--- src/rtl/multicycle_control_unit_if.sv ---
// ---------------------------------------------------------------------------
// multicycle_control_unit_if
// Shared instruction/data memory port between the multicycle controller and
// the memory system. One request is outstanding at a time; the access
// completes in the cycle where mem_ready is high while mem_req is high.
//
// Signals:
//   mem_req    controller -> memory  request valid
//   mem_we     controller -> memory  1 = write, 0 = read
//   mem_size   controller -> memory  01 = halfword, 10 = word
//   mem_ready  memory -> controller  access completes this cycle
// Modports:
//   master  controller side
//   slave   memory side
// ---------------------------------------------------------------------------
interface multicycle_control_unit_if;
  logic       mem_req;
  logic       mem_we;
  logic [1:0] mem_size;
  logic       mem_ready;

  modport master (output mem_req, output mem_we, output mem_size, input mem_ready);
  modport slave  (input mem_req, input mem_we, input mem_size, output mem_ready);
endinterface

--- src/rtl/multicycle_control_unit.sv ---
// ---------------------------------------------------------------------------
// multicycle_control_unit
// FSM controller for a multicycle RV32I-subset datapath. Sequences fetch,
// decode, execute, memory and writeback, drives every datapath enable and
// mux select, shares one memory port for instruction and data accesses,
// traps on unsupported encodings or memory timeouts and counts retired
// instructions.
//
// Ports:
//   clk, rst_n     clock, asynchronous active-low reset
//   mem            memory handshake (req/we/size out, ready in)
//   instr          instruction register contents
//   alu_zero       ALU zero flag (used by branches)
//   ir_write, pc_write, pc_src, target_write      register load controls
//   alu_src_a, alu_src_b, alu_control             ALU operand/op selects
//   reg_write, mem_to_reg                         register file writeback
//   illegal_instr, mem_timeout                    sticky trap causes
//   instr_retired                                 wrapping retire counter
// ---------------------------------------------------------------------------
module multicycle_control_unit #(
  parameter int ALU_CTRL_W  = 4,
  parameter int MEM_TIMEOUT = 16,
  parameter int CNT_W       = 32
) (
  input  logic                      clk,
  input  logic                      rst_n,
  multicycle_control_unit_if.master mem,
  input  logic [31:0]               instr,
  input  logic                      alu_zero,
  output logic                      ir_write,
  output logic                      pc_write,
  output logic                      pc_src,
  output logic                      target_write,
  output logic                      alu_src_a,
  output logic [1:0]                alu_src_b,
  output logic [ALU_CTRL_W-1:0]     alu_control,
  output logic                      reg_write,
  output logic                      mem_to_reg,
  output logic                      illegal_instr,
  output logic                      mem_timeout,
  output logic [CNT_W-1:0]          instr_retired
);

  localparam logic [3:0] ALU_AND = 4'b0000;
  localparam logic [3:0] ALU_OR  = 4'b0001;
  localparam logic [3:0] ALU_ADD = 4'b0010;
  localparam logic [3:0] ALU_SLL = 4'b0011;
  localparam logic [3:0] ALU_XOR = 4'b0100;
  localparam logic [3:0] ALU_SRL = 4'b0101;
  localparam logic [3:0] ALU_SUB = 4'b0110;

  localparam logic [6:0] OP_R      = 7'b0110011;
  localparam logic [6:0] OP_I      = 7'b0010011;
  localparam logic [6:0] OP_LOAD   = 7'b0000011;
  localparam logic [6:0] OP_STORE  = 7'b0100011;
  localparam logic [6:0] OP_BRANCH = 7'b1100011;

  // Wait counter only has to reach MEM_TIMEOUT-1; the timeout fires in the
  // cycle whose low mem_ready would bring the count to MEM_TIMEOUT.
  localparam int                WAIT_W    = (MEM_TIMEOUT > 1) ? $clog2(MEM_TIMEOUT + 1) : 1;
  localparam logic [WAIT_W-1:0] WAIT_LAST = (MEM_TIMEOUT > 0) ? WAIT_W'(MEM_TIMEOUT - 1) : '0;

  typedef enum logic [3:0] {
    RST, FETCH, DECODE, EXEC_R, EXEC_I, MEM_ADDR,
    MEM_RD, MEM_WR, WB_ALU, WB_MEM, BRANCH, TRAP
  } state_t;

  state_t              state, state_next;
  logic [WAIT_W-1:0]   wait_cnt;
  logic [CNT_W-1:0]    retired_q;
  logic                illegal_q, timeout_q;
  logic                illegal_hit, timeout_hit, retire, waiting, wait_expired;
  logic [3:0]          alu_op, dec_op;
  logic                r_legal, i_legal;
  logic [1:0]          dec_size;

  logic [6:0] opcode;
  logic [2:0] funct3;
  logic [6:0] funct7;

  assign opcode = instr[6:0];
  assign funct3 = instr[14:12];
  assign funct7 = instr[31:25];

  // Register index fields go straight to the datapath; the controller never looks at them.
  logic unused_instr_bits;
  assign unused_instr_bits = ^{instr[24:15], instr[11:7]};

  // funct3 -> ALU op shared by R and I forms. SUB exists only as R-type with
  // funct7[5]; shifts need funct7 = 0 in both forms; other I-types ignore
  // funct7 because those bits belong to the immediate.
  always_comb begin
    dec_op  = ALU_ADD;
    r_legal = 1'b0;
    i_legal = 1'b0;
    case (funct3)
      3'b000: begin
        dec_op  = ALU_ADD;
        r_legal = (funct7 == 7'b0000000) || (funct7 == 7'b0100000);
        i_legal = 1'b1;
      end
      3'b111: begin dec_op = ALU_AND; r_legal = (funct7 == 7'b0); i_legal = 1'b1; end
      3'b110: begin dec_op = ALU_OR;  r_legal = (funct7 == 7'b0); i_legal = 1'b1; end
      3'b100: begin dec_op = ALU_XOR; r_legal = (funct7 == 7'b0); i_legal = 1'b1; end
      3'b001: begin dec_op = ALU_SLL; r_legal = (funct7 == 7'b0); i_legal = (funct7 == 7'b0); end
      3'b101: begin dec_op = ALU_SRL; r_legal = (funct7 == 7'b0); i_legal = (funct7 == 7'b0); end
      default: ;
    endcase

    dec_size = 2'b00;
    if (funct3 == 3'b001)      dec_size = 2'b01;
    else if (funct3 == 3'b010) dec_size = 2'b10;
  end

  always_ff @(posedge clk or negedge rst_n) begin
    if (!rst_n) begin
      state     <= RST;
      wait_cnt  <= '0;
      retired_q <= '0;
      illegal_q <= 1'b0;
      timeout_q <= 1'b0;
    end else begin
      state <= state_next;
      if (state_next != state)
        wait_cnt <= '0;
      else if (waiting && !mem.mem_ready)
        wait_cnt <= wait_cnt + 1'b1;
      if (illegal_hit) illegal_q <= 1'b1;
      if (timeout_hit) timeout_q <= 1'b1;
      if (retire)      retired_q <= retired_q + 1'b1;
    end
  end

  always_comb begin
    state_next   = state;
    mem.mem_req  = 1'b0;
    mem.mem_we   = 1'b0;
    mem.mem_size = 2'b00;
    ir_write     = 1'b0;
    pc_write     = 1'b0;
    pc_src       = 1'b0;
    target_write = 1'b0;
    alu_src_a    = 1'b0;
    alu_src_b    = 2'b00;
    alu_op       = ALU_AND;
    reg_write    = 1'b0;
    mem_to_reg   = 1'b0;
    illegal_hit  = 1'b0;
    timeout_hit  = 1'b0;
    waiting      = (state == FETCH) || (state == MEM_RD) || (state == MEM_WR);
    // A ready in the threshold cycle wins, so mem_ready gates expiry.
    wait_expired = (MEM_TIMEOUT != 0) && !mem.mem_ready && (wait_cnt == WAIT_LAST);

    case (state)
      RST: state_next = FETCH;
      FETCH: begin
        mem.mem_req  = 1'b1;
        mem.mem_size = 2'b10;
        alu_src_b    = 2'b10;
        alu_op       = ALU_ADD;
        if (mem.mem_ready) begin
          ir_write   = 1'b1;
          pc_write   = 1'b1;
          state_next = DECODE;
        end else if (wait_expired) begin
          timeout_hit = 1'b1;
          state_next  = TRAP;
        end
      end
      DECODE: begin
        alu_src_b    = 2'b01;
        alu_op       = ALU_ADD;
        target_write = 1'b1;
        case (opcode)
          OP_R:               state_next = EXEC_R;
          OP_I:               state_next = EXEC_I;
          OP_LOAD, OP_STORE:  state_next = MEM_ADDR;
          OP_BRANCH:          state_next = BRANCH;
          default: begin illegal_hit = 1'b1; state_next = TRAP; end
        endcase
      end
      EXEC_R: begin
        alu_src_a   = 1'b1;
        alu_op      = (funct3 == 3'b000 && funct7[5]) ? ALU_SUB : dec_op;
        illegal_hit = !r_legal;
        state_next  = r_legal ? WB_ALU : TRAP;
      end
      EXEC_I: begin
        alu_src_a   = 1'b1;
        alu_src_b   = 2'b01;
        alu_op      = dec_op;
        illegal_hit = !i_legal;
        state_next  = i_legal ? WB_ALU : TRAP;
      end
      WB_ALU: begin
        reg_write  = 1'b1;
        state_next = FETCH;
      end
      MEM_ADDR: begin
        alu_src_a    = 1'b1;
        alu_src_b    = 2'b01;
        alu_op       = ALU_ADD;
        mem.mem_size = dec_size;
        if (dec_size == 2'b00) begin
          illegal_hit = 1'b1;
          state_next  = TRAP;
        end else begin
          state_next = (opcode == OP_STORE) ? MEM_WR : MEM_RD;
        end
      end
      MEM_RD: begin
        mem.mem_req  = 1'b1;
        mem.mem_size = dec_size;
        if (mem.mem_ready)     state_next = WB_MEM;
        else if (wait_expired) begin timeout_hit = 1'b1; state_next = TRAP; end
      end
      WB_MEM: begin
        reg_write  = 1'b1;
        mem_to_reg = 1'b1;
        state_next = FETCH;
      end
      MEM_WR: begin
        mem.mem_req  = 1'b1;
        mem.mem_we   = 1'b1;
        mem.mem_size = dec_size;
        if (mem.mem_ready)     state_next = FETCH;
        else if (wait_expired) begin timeout_hit = 1'b1; state_next = TRAP; end
      end
      BRANCH: begin
        alu_src_a  = 1'b1;
        alu_op     = ALU_SUB;
        pc_src     = 1'b1;
        state_next = FETCH;
        case (funct3)
          3'b000:  pc_write = alu_zero;
          3'b001:  pc_write = !alu_zero;
          default: begin illegal_hit = 1'b1; state_next = TRAP; end
        endcase
      end
      TRAP: state_next = TRAP;
      default: state_next = RST;
    endcase
  end

  assign retire = (state_next == FETCH) &&
                  ((state == WB_ALU) || (state == WB_MEM) || (state == MEM_WR) || (state == BRANCH));

  assign alu_control   = ALU_CTRL_W'(alu_op);
  assign illegal_instr = illegal_q;
  assign mem_timeout   = timeout_q;
  assign instr_retired = retired_q;

endmodule
--- src/flat_wrapper.sv ---
// flat-port wrapper written by rule: the top's interface ports become plain ports
module multicycle_control_unit_flat 
#(
  parameter int ALU_CTRL_W  = 4,
  parameter int MEM_TIMEOUT = 16,
  parameter int CNT_W       = 32
)
  (clk, rst_n, instr, alu_zero, ir_write, pc_write, pc_src, target_write, alu_src_a, alu_src_b, alu_control, reg_write, mem_to_reg, illegal_instr, mem_timeout, instr_retired, mem_mem_req, mem_mem_we, mem_mem_size, mem_mem_ready);
  multicycle_control_unit_if mem_i ();
  input  logic clk;
  input  logic rst_n;
  input  logic [31:0] instr;
  input  logic alu_zero;
  output logic ir_write;
  output logic pc_write;
  output logic pc_src;
  output logic target_write;
  output logic alu_src_a;
  output logic [1:0] alu_src_b;
  output logic [ALU_CTRL_W-1:0] alu_control;
  output logic reg_write;
  output logic mem_to_reg;
  output logic illegal_instr;
  output logic mem_timeout;
  output logic [CNT_W-1:0] instr_retired;
  output wire logic [$bits(mem_i.mem_req)-1:0] mem_mem_req;
  output wire logic [$bits(mem_i.mem_we)-1:0] mem_mem_we;
  output wire logic [$bits(mem_i.mem_size)-1:0] mem_mem_size;
  input wire logic [$bits(mem_i.mem_ready)-1:0] mem_mem_ready;
  assign mem_mem_req = mem_i.mem_req;
  assign mem_mem_we = mem_i.mem_we;
  assign mem_mem_size = mem_i.mem_size;
  assign mem_i.mem_ready = mem_mem_ready;
  multicycle_control_unit #(.ALU_CTRL_W(ALU_CTRL_W), .MEM_TIMEOUT(MEM_TIMEOUT), .CNT_W(CNT_W)) u_core (.clk(clk), .rst_n(rst_n), .mem(mem_i), .instr(instr), .alu_zero(alu_zero), .ir_write(ir_write), .pc_write(pc_write), .pc_src(pc_src), .target_write(target_write), .alu_src_a(alu_src_a), .alu_src_b(alu_src_b), .alu_control(alu_control), .reg_write(reg_write), .mem_to_reg(mem_to_reg), .illegal_instr(illegal_instr), .mem_timeout(mem_timeout), .instr_retired(instr_retired));
endmodule
--- config.mk ---
export PLATFORM = sky130hd
export DESIGN_NAME = multicycle_control_unit_flat
export DESIGN_NICKNAME = d
export VERILOG_FILES = /design/src/rtl/multicycle_control_unit_if.sv /design/src/rtl/multicycle_control_unit.sv /design/src/flat_wrapper.sv
export SDC_FILE = /design/constraint.sdc
export NUM_CORES = 1
export LEC_CHECK = 0
export ABC_CLOCK_PERIOD_IN_PS = 2400
export CAP_MARGIN = 40
export CORE_ASPECT_RATIO = 1.2
export CORE_MARGIN = 5
export CORE_UTILIZATION = 35
export CTS_CLUSTER_DIAMETER = 80
export DETAILED_ROUTE_END_ITERATION = 10
export PLACE_DENSITY = 0.69
export SYNTH_ARGS = -nofsm -noshare
export SYNTH_HDL_FRONTEND = slang
export SYNTH_SLANG_ARGS = --single-unit
--- constraint.sdc ---
create_clock -name clk -period 2.4 [get_ports clk]
set_input_delay 0.24 -clock clk [delete_from_list [all_inputs] [get_ports clk]]
set_output_delay 0.24 -clock clk [all_outputs]
set_load 0.005 [all_outputs]
==> flow_summary.ini <==
[floorplan]
fp-row-count = 34
die_h_um = 104
ioPinCount = 87
core-area_sq_um = 7230
die-area_sq_um = 9180
start_util = 0.356
die_w_um = 88.3

[routing]
via_per_inst = 5.29
antenna_left = 0
routed_wl_mm = 7.23
wl_per_cell_um = 15.3
firstDrtPassIters = 4
drc = 0
initialDrtViolationCount = 65
via_count = 2499

[synth]
synth_xor_area_frac = 0.129
synth_area_sq_um = 2570
synth.avg_cell_area_sq_um = 9.33
syn-instance-count = 276
synth_adder_area_share = 0.0146
ys.flop_type = dfrtp_1
synthesis.nets = 315
synth_top_area_frac = 0.418
ys_seq_area_frac = 0.418
synthSimpleGateAreaFrac = 0.281
ys_seq_elements = 43
synth_top_family_by_area = simple AND/OR/NAND/NOR gates
synth_edf_count = 0
yosysUniqueCellTypes = 50
synthMuxAreaShare = 0.00826
async_flop_share = 1.00
synthTopCellsByArea = dfrtp_1, xnor2_1, nand4_1
synth-compound-area-share = 0.0997
synth_top_area_cell = dfrtp_1
yosys_warnings = 0

[placed_design]
hpwl_mm = 5.28
gp_congestion = 0.834
port-buffer-count = 70
dp_cells = 459

[global_route]
grt_pass1_vias = 2533
grt_usage = 0.160
antenna_found_initial = 0
grt_pass1_wl_mm = 12.1
grt_max_degree = 38
grt_overflow_total = 0

[layout]
num_antenna_cells = 0
stdcell_count = 472
drive_gt1_frac = 0.215
mostFrequentLayoutCells = clkdlybuf4s50_1, dfrtp_1, buf_4, xnor2_1, nor2_1
final_common_cell = clkdlybuf4s50_1
final_core_util = 0.545
n_fill_cell = 683
syn2layout_area_growth_pct = 53.1
fin_nets = 420

[critical_path]
cp.required_ns = 2.62
worstPathArrival_ns = 2.59
ff2ff_path_depth = 9
endpoint_kind = register
crit_path_start_kind = register
worst-setup-path-type = reg2reg
crit_fanout = 7

[clocking]
cts.reportedPaths.clkPinSlew_ns = 0.08
clock_latency_ns = 0.29
clockRootBuffer = clkbuf_8
cts_max_level = 2
cts_tree = yes
cts.sinks = 43
cts_buffers = 5
clockBufferDepth = 2

[run]
maxCapViolations = 0

[timing]
period_needed_ns = 2.37
drv_slew = 0
fin_crit_sh = 0.987
fmax_mhz = 422
grt_setup_unrepaired = true
finClkSkew_ns = 0.00647
setup_viol_count_final = 0
hold_viol_final = 0

[power]
p_leak_nw = 1.71
vdd_ir_drop_max_uv = 496
powerDensity_nw_per_um2 = 798
power.total_mw = 3.15

[worst_hold_path]
min_path_type = in2async

[outcome]
status = finished clean
power by group:
group,leakage (nW),internal (mW),switching (mW)
clock network,0.0515,0.263,0.248
registers,0.580,0.803,0.0775
logic,1.08,0.901,0.853
total,1.71,1.97,1.18
metal layers:
metal  part of all wire  global-route usage
met1               0.41               0.206
met2               0.49               0.263
met3              0.071              0.0372
met4              0.024              0.0508
met5                  0                   0
state kept, by name (all words and copies together) (netlist names):
name,flops
u_core.state,4
u_core.instr_retired,32
u_core.illegal_instr,1
u_core.wait_cnt,5
u_core.mem_timeout,1
layout make-up:
type	count	area [sq um]	share of cell area
clock buffers	8	100	0.0254
inverters	10	37.5	0.00953
multi-input cells	208	1540	0.390
flip-flops and latches	43	1080	0.273
well taps	90	113	0.0286
repair buffers	113	1080	0.273
critical path, cell delays in order (launching register included):
cell and delay, ns:
dfrtp_1 0.39, buf_4 0.14, or4b_4 0.52, or4b_4 0.53
o211ai_4 0.12, nor4_4 0.07, and2_4 0.19, buf_12 0.14
nand4_2 0.08, xnor2_1 0.12
logic make-up (layout without fill, tap and decap cells):
| family | count (synthesis) | in the layout |
|---|---|---|
| and+or+nand+nor | 126 | 126 |
| DFF | 43 | 43 |
| AOI/OAI and AO/OA | 38 | 38 |
| xor gates and xnor gates | 38 | 38 |
| buffers and inverters | 25 | 131 |
| adders and majority gates | 3 | 3 |
| muxes | 2 | 2 |
| other | 1 | 1 |
synthesized netlist by cell type, drive strengths merged (2+ instances only):
| cell | count |
|---|---|
| xnor2 | 32 |
| inv | 10 |
| nand4bb | 2 |
| nor3 | 11 |
| o211ai | 4 |
| clkbuf | 4 |
| nor4bb | 2 |
| and2 | 3 |
| dfrtp | 43 |
| a31oi | 2 |
| and4 | 3 |
| or4b | 2 |
| o22ai | 3 |
| ha | 3 |
| nor4 | 4 |
| nor2 | 21 |
| xor2 | 6 |
| o32a | 2 |
| or3 | 3 |
| nand2 | 20 |
| and3 | 9 |
| a21oi | 6 |
| nand2b | 5 |
| nand3 | 12 |
| o21ai | 11 |
| nor2b | 4 |
| buf | 11 |
| nand4 | 22 |
timing repair:
action / CTS / global route
endpoints found under the hold margin: 6 / 0
hold buffers: 1 / 0
setup endpoints to repair: 13 / 34
pin swaps: 7 / 21
buffers inserted: 3 / 0
gates resized for setup: 16 / 29
gates cloned: 0 / 1
worst paths after layout:
path / from / end / slack, ns
min: rst_n / u_core.instr_retired[21] / 0.30
max: u_core.state[3] / u_core.instr_retired[26] / 0.03
max reg2reg: u_core.state[3] / u_core.instr_retired[26] / 0.03
min reg2reg: u_core.instr_retired[31] / u_core.instr_retired[31] / 0.48
max in group asynchronous: rst_n / u_core.instr_retired[8] / 1.65
min in group clk: u_core.instr_retired[31] / u_core.instr_retired[31] / 0.48
stage by stage:
| step | setup slack (ns) | hold WS, ns | instance area, sq um | TNS [ns] |
|---|---|---|---|---|
| global placement | -0.0784 | 0.439 | 3600 | -0.314 |
| detailed placement | -0.110 | 0.0911 | 3620 | -0.987 |
| floorplan | 0.0171 | -0.0556 | 2570 | 0 |
| global route | -0.0869 | 0.312 | 3940 | -0.504 |
| finish | 0.0308 | 0.302 | 3940 | 0 |
| CTS | 0.00175 | 0.298 | 3820 | 0 |
Power figures use the tool's default switching activity.
